==> src/rtl/mdu_pkg.sv <==
// mdu_pkg: op and state encodings plus counter sizing for the multiply/divide unit
package mdu_pkg;
  localparam logic [1:0] MDU_MULTU = 2'b00;
  localparam logic [1:0] MDU_MULT  = 2'b01;
  localparam logic [1:0] MDU_DIVU  = 2'b10;
  localparam logic [1:0] MDU_DIV   = 2'b11;
  localparam logic [1:0] IDLE   = 2'd0;
  localparam logic [1:0] RUN    = 2'd1;
  localparam logic [1:0] FINISH = 2'd2;
  function automatic int cnt_width(input int w);
    return $clog2(w) + 1;
  endfunction
  function automatic logic op_is_div(input logic [1:0] op);
    return op inside {MDU_DIVU, MDU_DIV};
  endfunction
  function automatic logic op_is_signed(input logic [1:0] op);
    return !(op inside {MDU_MULTU, MDU_DIVU});
  endfunction
endpackage

==> src/rtl/mdu_shift_core.sv <==
// mdu_shift_core: shared 2*WIDTH accumulator doing one shift-add multiply or restoring divide step per cycle
module mdu_shift_core #(
  parameter int WIDTH = 32
) (
  input  logic               clk,
  input  logic               rst_n,
  input  logic               load_i,
  input  logic               step_i,
  input  logic               div_i,
  input  logic [WIDTH-1:0]   a_i,
  input  logic [WIDTH-1:0]   b_i,
  output logic [2*WIDTH-1:0] acc_nxt_o
);
  logic [2*WIDTH-1:0] acc_q, acc_d;
  logic [WIDTH-1:0] opd_q, opd_d;
  logic div_q, div_d;
  logic [WIDTH:0] sum, rem_sh, diff;
  logic ge;
  // multiply: {hi,lo} starts {0,B}, adds A into hi when lo[0] set, shifts right
  // divide: {rem,quo} starts {0,A}, shifts left and subtracts B when it fits
  always_comb begin
    sum = {1'b0, acc_q[2*WIDTH-1:WIDTH]} + (acc_q[0] ? {1'b0, opd_q} : '0);
    rem_sh = acc_q[2*WIDTH-1:WIDTH-1];
    ge = rem_sh >= {1'b0, opd_q};
    diff = rem_sh - {1'b0, opd_q};
    acc_nxt_o = div_q ? {ge ? diff[WIDTH-1:0] : rem_sh[WIDTH-1:0], acc_q[WIDTH-2:0], ge}
                      : {sum, acc_q[WIDTH-1:1]};
    acc_d = load_i ? {{WIDTH{1'b0}}, div_i ? a_i : b_i} : step_i ? acc_nxt_o : acc_q;
    opd_d = load_i ? (div_i ? b_i : a_i) : opd_q;
    div_d = load_i ? div_i : div_q;
  end
  always_ff @(posedge clk) begin
    if (!rst_n) begin
      acc_q <= '0;
      opd_q <= '0;
      div_q <= 1'b0;
    end else begin
      acc_q <= acc_d;
      opd_q <= opd_d;
      div_q <= div_d;
    end
  end
endmodule

==> src/rtl/mult_div_unit.sv <==
// mult_div_unit: iterative HI/LO multiply/divide unit; define MDU_SIGNED_EN to build MULT/DIV sign handling
module mult_div_unit
  import mdu_pkg::*;
#(
  parameter int WIDTH = 32
) (
  input  logic             clk,
  input  logic             rst_n,
  input  logic             Start,
  input  logic [1:0]       Op,
  input  logic [WIDTH-1:0] A,
  input  logic [WIDTH-1:0] B,
  input  logic             MthiEn,
  input  logic             MtloEn,
  output logic             Busy,
  output logic             Done,
  output logic             DivZero,
  output logic [WIDTH-1:0] HI,
  output logic [WIDTH-1:0] LO
);
  localparam int CW = cnt_width(WIDTH);
  logic [1:0] state_q, state_d;
  logic [CW-1:0] cnt_q, cnt_d;
  logic div_q, div_d, dz_q, dz_d;
  logic [WIDTH-1:0] hi_q, hi_d, lo_q, lo_d, ma, mb;
  logic [2*WIDTH-1:0] acc_nxt, fix;
  logic start, is_div, last;
  assign start = state_q == IDLE && Start;
  assign is_div = op_is_div(Op);
  assign last = cnt_q == CW'(WIDTH - 1);
`ifdef MDU_SIGNED_EN
  logic sa, sb, neg_q, rneg_q;
  assign sa = op_is_signed(Op) & A[WIDTH-1];
  assign sb = op_is_signed(Op) & B[WIDTH-1];
  assign ma = sa ? -A : A;
  assign mb = sb ? -B : B;
  // quotient/product take the xor of signs, remainder follows the dividend
  assign fix = !div_q ? (neg_q ? -acc_nxt : acc_nxt)
             : {rneg_q ? -acc_nxt[2*WIDTH-1:WIDTH] : acc_nxt[2*WIDTH-1:WIDTH],
                neg_q ? -acc_nxt[WIDTH-1:0] : acc_nxt[WIDTH-1:0]};
  always_ff @(posedge clk) begin
    if (!rst_n) begin
      neg_q <= 1'b0;
      rneg_q <= 1'b0;
    end else if (start) begin
      neg_q <= sa ^ sb;
      rneg_q <= sa;
    end
  end
`else
  assign ma = A;
  assign mb = B;
  assign fix = acc_nxt;
`endif
  mdu_shift_core #(.WIDTH(WIDTH)) u_core (
    .clk      (clk),
    .rst_n    (rst_n),
    .load_i   (start),
    .step_i   (state_q == RUN),
    .div_i    (is_div),
    .a_i      (ma),
    .b_i      (mb),
    .acc_nxt_o(acc_nxt)
  );
  always_comb begin
    state_d = state_q;
    cnt_d = cnt_q;
    div_d = div_q;
    dz_d = dz_q;
    hi_d = hi_q;
    lo_d = lo_q;
    if (start) begin
      state_d = RUN;
      cnt_d = '0;
      div_d = is_div;
      dz_d = is_div && B == '0;
    end else if (state_q == IDLE) begin
      hi_d = MthiEn ? A : hi_q;
      lo_d = MtloEn ? A : lo_q;
    end else if (state_q == RUN) begin
      cnt_d = cnt_q + 1'b1;
      if (last) begin
        state_d = FINISH;
        hi_d = fix[2*WIDTH-1:WIDTH];
        lo_d = dz_q ? '1 : fix[WIDTH-1:0];
      end
    end else begin
      state_d = IDLE;
    end
  end
  always_ff @(posedge clk) begin
    if (!rst_n) begin
      state_q <= IDLE;
      cnt_q <= '0;
      div_q <= 1'b0;
      dz_q <= 1'b0;
      hi_q <= '0;
      lo_q <= '0;
    end else begin
      state_q <= state_d;
      cnt_q <= cnt_d;
      div_q <= div_d;
      dz_q <= dz_d;
      hi_q <= hi_d;
      lo_q <= lo_d;
    end
  end
  assign Busy = state_q == RUN;
  assign Done = state_q == FINISH;
  assign DivZero = Done & dz_q;
  assign HI = hi_q;
  assign LO = lo_q;
endmodule

==> config.mk <==
export PLATFORM = sky130hd
export DESIGN_NAME = mult_div_unit
export DESIGN_NICKNAME = d
export VERILOG_FILES = /design/src/rtl/mdu_pkg.sv /design/src/rtl/mdu_shift_core.sv /design/src/rtl/mult_div_unit.sv
export SDC_FILE = /design/constraint.sdc
export NUM_CORES = 1
export LEC_CHECK = 0
export BUFFER_PORTS_ARGS = -buffer_cell sky130_fd_sc_hd__buf_2
export CORE_MARGIN = 2
export CORE_UTILIZATION = 55
export DETAILED_ROUTE_END_ITERATION = 12
export GPL_TIMING_DRIVEN = 0
export MAX_ROUTING_LAYER = met4
export PLACE_DENSITY = 0.75
export SYNTH_ARGS = -nofsm -noshare
export SYNTH_HDL_FRONTEND = slang
export SYNTH_HIERARCHICAL = 1
export SYNTH_SLANG_ARGS = --single-unit
==> constraint.sdc <==
create_clock -name clk -period 6.07 [get_ports clk]
set_input_delay 0.607 -clock clk [delete_from_list [all_inputs] [get_ports clk]]
set_output_delay 0.607 -clock clk [all_outputs]
set_load 0.005 [all_outputs]
# ---- After elaboration in Yosys (flattened, before gate mapping)
# Index checks and enable logic that the tools add are counted.
dict set report totals {
  ff_bits 170
  latch_bits 0
  mem_bits_rw 0
  mem_bits_ro 0
  out_inout_bits 67
  wordCells 62
  memories 0
}
dict set report op_classes {
  addsub 3
  mul 0
  div 0
  order_cmp 1
  eq_ne 10
  shift 0
  mux 20
  n_bitwise 4
  n_reduce_logical 14
}
# cell count
set ops {}
lappend ops {{32-bit 2-to-1 mux} 15}
lappend ops {{64-bit 2-to-1 mux} 1}
lappend ops {{32-bit by 32-bit adder with 33-bit output} 1}
lappend ops {{33-bit by 32-bit >= comparator with 1-bit output} 1}
lappend ops {{32-bit zero test} 1}
lappend ops {{32-bit subtractor} 1}
lappend ops {{4-bit AND reduction} 2}
lappend ops {{2-bit nonzero test} 4}
lappend ops {{6-bit by 1-bit adder with 6-bit output, second input constant} 1}
lappend ops {{2-bit == test, second input constant} 3}
lappend ops {{6-bit by 5-bit == test with 1-bit output, second input constant} 1}
lappend ops {{2-bit != test, second input constant} 3}
lappend ops {{2-bit AND reduction} 3}
lappend ops {{2-bit 2-to-1 mux} 2}
lappend ops {{3-bit by 2-bit != test with 1-bit output, second input constant} 1}
lappend ops {{1-bit NOT} 3}
lappend ops {{2-bit by 1-bit == test with 1-bit output, second input constant} 1}
lappend ops {{1-bit logical AND} 2}
lappend ops {{2-bit zero test} 1}
lappend ops {{1-bit 2-to-1 mux} 2}
lappend ops {{2-bit by 1-bit != test with 1-bit output, second input constant} 1}
lappend ops {{2-bit OR reduction} 1}
lappend ops {{1-bit bitwise AND} 1}

# ---- Longest topological paths before layout
dict set report logic_depth {
  ltp_word 7
  depth_mapped 17
  mapped_depth_nobuf 15
}

# ---- By module
# Netlist, hierarchy kept.
# module n_inst cells_each area_per_inst_um2 seq_area_each_um2
set modules_own_cells {}
lappend modules_own_cells {mdu_shift_core 1 1258 9557.9 1941.9}
lappend modules_own_cells {mult_div_unit 1 388 3422.0 1461.4}

# ---- Worst setup path after synthesis
# Ideal clock, no wire load.
dict set report synth_path {
  path_type {register to register}
  from {reg u_core.acc_q[0]}
  to {reg hi_q[31], in the netlist HI[31]}
  arrival_time_ps 3094
  slack_ps 2860
  path_stages_with_launch 16
  path_buffers 1
  synth_period_minus_slack_ps 3210
  path_cell_list {dfxtp_1 > clkbuf_1 > and2_1 > ha_1 > fa_1 > a211o_1 > a211o_1 > nand3_1 > a21oi_1 > o211ai_1 > a21oi_1 > a2111oi_0 > nor2_1 > o21ai_0 > nand3_1 > o211a_1}
}
dict set report synth_between {
  elab_chain_cells 6
}
# element line_no
set synth_lines {}
lappend synth_lines {{start: declaration} mdu_shift_core.sv:14} ;# logic [2*WIDTH-1:0] acc_q, acc_d;
lappend synth_lines {{start signal: assignment} mdu_shift_core.sv:34} ;# acc_q <= '0;
lappend synth_lines {{start signal: assignment} mdu_shift_core.sv:38} ;# acc_q <= acc_d;
lappend synth_lines {{32-bit 2-to-1 mux} mdu_shift_core.sv:22} ;# sum = {1'b0, acc_q[2*WIDTH-1:WIDTH]} + (acc_q[0] ? {1'b0, opd_q} : '0);
lappend synth_lines {{32-bit by 32-bit adder with 33-bit output} mdu_shift_core.sv:22}
lappend synth_lines {{64-bit 2-to-1 mux} mdu_shift_core.sv:26} ;# acc_nxt_o = div_q ? {ge ? diff[WIDTH-1:0] : rem_sh[WIDTH-1:0], acc_q[WIDTH-2:0], ge}
lappend synth_lines {{via acc_nxt[63]} mult_div_unit.sv:26} ;# logic [2*WIDTH-1:0] acc_nxt, fix;
lappend synth_lines {{32-bit 2-to-1 mux} mult_div_unit.sv:82} ;# if (last) begin
lappend synth_lines {{32-bit 2-to-1 mux} mult_div_unit.sv:80} ;# end else if (state_q == RUN) begin
lappend synth_lines {{32-bit 2-to-1 mux} mult_div_unit.sv:77} ;# end else if (state_q == IDLE) begin
lappend synth_lines {{end signal: assignment} mult_div_unit.sv:104} ;# hi_q <= hi_d;
lappend synth_lines {{end: declaration} mult_div_unit.sv:25} ;# logic [WIDTH-1:0] hi_q, hi_d, lo_q, lo_d, ma, mb;
# The timed path passes the listed nets, and every way through them passes these cells. The select of a mux whose other input is x is not followed.
# A chain may end at the register's enable or synchronous reset.

# ---- Final worst setup path
# Same ends and word-level chain as after synthesis.

==> metrics <==
initial antenna violation count 0; CP Max Fanout 10; final instance count without filler cells 2133; first-pass GRT wire length roughly 69 mm; detail-routed via count per cell roughly 6.2; 1st-iter DRT viols 1354; post-synthesis register bit count 170; cell taking the most area after synthesis dfxtp_1; setup TNS 0 ns; ys async rst share 0%; Post-Route Utilization 62.8%; WP buf/inv 1; area grow syn2layout 12.9%; hold_sp LO[20]; GP Congestion just under 1; CP cell instances clkbuf_1, and2_1, ha_1, a211o_1, a211o_1, nand3_1, a21oi_1, o211ai_1, a21oi_1, a2111oi_0, nor2_1, o21ai_0, nand3_1, o211a_1; core region area about 0.023 sq mm; Die W 158 microns; kind of critical path reg -> reg; DR vias 13282; fmax between 200 and 250 MHz; Die ar. 0.0248 sq mm; residual antenna-violating net count after detailed routing 0; first-pass iteration count of the detailed router 9; Post-Syn Nets about 1800; DRC errors left 0; clk_skew between 0.008 and 0.009 ns; share of post-route cells with drive strength above 1 about 15%; CTS Buf Count 17; Worst path top cell family by delay compound AO/OA/AOI/OAI gates; pin slew with the least headroom to its limit 0.828 ns; vias in the first global route roughly 13000; RR Startpoint u_core/acc_q[0]; number of synthesized flops with an enable pin 0; IO Count about 140; # hold bufs at CTS 0; path type of the worst min-delay path reg -> reg; largest net degree at the start of global routing 17; RSZ-0062 raised after global routing no; hpwl dp between 30 and 40 mm; Final Hold Viols 0; most common cell in the netlist nand2_1; Critical Path AT between 4 and 5 ns; chip height ~160 microns; CP Capture Type flop; R2R Setup Slk about 1.7 ns; Largest stage delay, worst path between 0.6 and 0.7 ns; minimum clock period between 4 and 5 ns; Max-slew headroom between 40 and 50%; r2r endpoint HI[31]; n_diodes 0; Post-Place Cells ~2100; port buffer count 136; top cell type's share of synthesized area roughly a quarter; root buf cell clkbuf_16; post-CTS setup buffer count 0; run status completed; crit start category flop; Pwr Density roughly 240 mW/mm^2; clk_lat worst skew ~0.44 ns; Worst R2R Path Depth 14; Final period util 71.2%; hold_ws ~0.46 ns; Final Max Tran Viols 0; Leakage about 6.8 nW; Clk pin slew, worst setup/hold paths around 0.070 ns; Tot GR Track Use a little under two fifths; Starting Density 55.6%; CTS sink cnt 170; Post-synth top cells nand2_1 (197), dfxtp_1 (170), nor2_1 (159); remaining global-route overflow 0; max-capacitance violation count 0; Synth warnings 6; Peak supply drop ~0.00015 V; hold endpoint LO[20]; Syn Area/Cell 7.89 sq um; htree depth 4; top_reg_cell synth dfxtp_1; hold path depth 2; cts repair resizes 0; PnR Total Power roughly 3.5 mW; # nets final between 1500 and 2000; WL/cell around 21 microns; Routed WL between 40 and 50 mm; endpoints failing setup 0; top cells by area, synth dfxtp_1 (26%), ha_1 (6.3%), nand2_1 (5.7%), o211a_1 (5.3%), mux2_2 (5.3%); TritonCTS clock tree yes; Worst path slowest cell dfxtp_1; clock buffer depth 2; sequential fraction of the synthesis area a little over a quarter; Cells after Synth 1646; Post-Syn Area approximately 0.013 sq mm; Rows 56; critical path required time between 6 and 7 ns; Netlist cell types 79
cells by family after synthesis:
logic type                 count (synthesis)  share of synthesized area [%]
AOI/OAI and AO/OA                        496                           28.1
xor gates and xnor gates                  53                           3.58
adders and majority gates                 67                           6.57
buffers and inverters                    171                           5.70
DFF                                      170                           26.2
muxes                                    114                           9.42
and+or+nand+nor                          575                           20.4
power by group:
group          switching [mW]  internal, mW  total (mW)
clock                   0.486         0.651        1.14
sequential             0.0831          1.19        1.28
combinational           0.648         0.412        1.06
total                    1.22          2.26        3.47
layout by cell type (no fill, tap or decap), drive strengths merged, types with 5 or more instances in the layout:
cell and instances:
a211o 7, a211oi 23, a21boi 66, a21o 26, a21oi 80, a31o 8, a31oi 15, and2 37
buf 166, clkbuf 103, clkinv 7, dfxtp 170, ha 65, inv 58, mux2 62, mux2i 52
nand2 198, nand2b 10, nand3 56, nand4 11, nor2 159, nor2b 18, nor3 19, nor4 10
o211a 69, o211ai 5, o21a 22, o21ai 86, o21bai 10, o221ai 37, o22ai 5, o31ai 10
or2 5, or3 34, xnor2 37, xor2 16
worst min-delay path: stages, from the launching register on:
cell	delay [ns]
dfxtp_1	0.31
nand2_1	0.05
a21boi_1	0.05
cell type report:
cell class | instances | area (sq um)
Fill cell | 2132 | 8670
Clock inverter | 14 | 171
Multi-Input combinational cell | 1305 | 8840
Tap cell | 319 | 399
Inverter | 56 | 210
Sequential cell | 170 | 3400
Timing Repair Buffer | 136 | 681
Buffer | 115 | 529
Clock buffer | 18 | 429
worst max path at each step:
| stage | cells past startpoint | from | to |
|---|---|---|---|
| 5_1_grt | 14 | u_core/acc_q[0] | HI[31] |
| 3_3_place_gp | 15 | u_core/acc_q[0] | HI[31] |
| 3_5_place_dp | 14 | u_core/acc_q[0] | HI[31] |
| 2_1_floorplan | 15 | u_core/acc_q[0] | HI[31] |
| 6_report | 14 | u_core/acc_q[0] | HI[31] |
| 4_1_cts | 15 | u_core/acc_q[0] | HI[31] |
stage by stage:
stage | setup WS [ns] | instance area, sq um
3_3_place_gp | 1.91 | 14100
3_5_place_dp | 1.92 | 14100
4_1_cts | 1.90 | 14700
6_report | 1.75 | 14700
2_1_floorplan | 2.86 | 13000
5_1_grt | 1.54 | 14700
layer usage:
layer  vias to the layer above  track usage, %  share of wire (%)
met5                         -               -                  0
met4                         0            14.8                3.9
met3                       118            6.35                9.3
met2                       681            56.9                 44
met1                      6206            47.6                 42
li1                       6277               -                  -
registers in the layout, summed over array words and instances (netlist names):
name / flops
cnt_q: 6
u_core/acc_q: 64
u_core/div_q: 1
u_core/opd_q: 32
LO: 32
state_q: 2
dz_q: 1
HI: 32
Power figures use the tool's default switching activity.
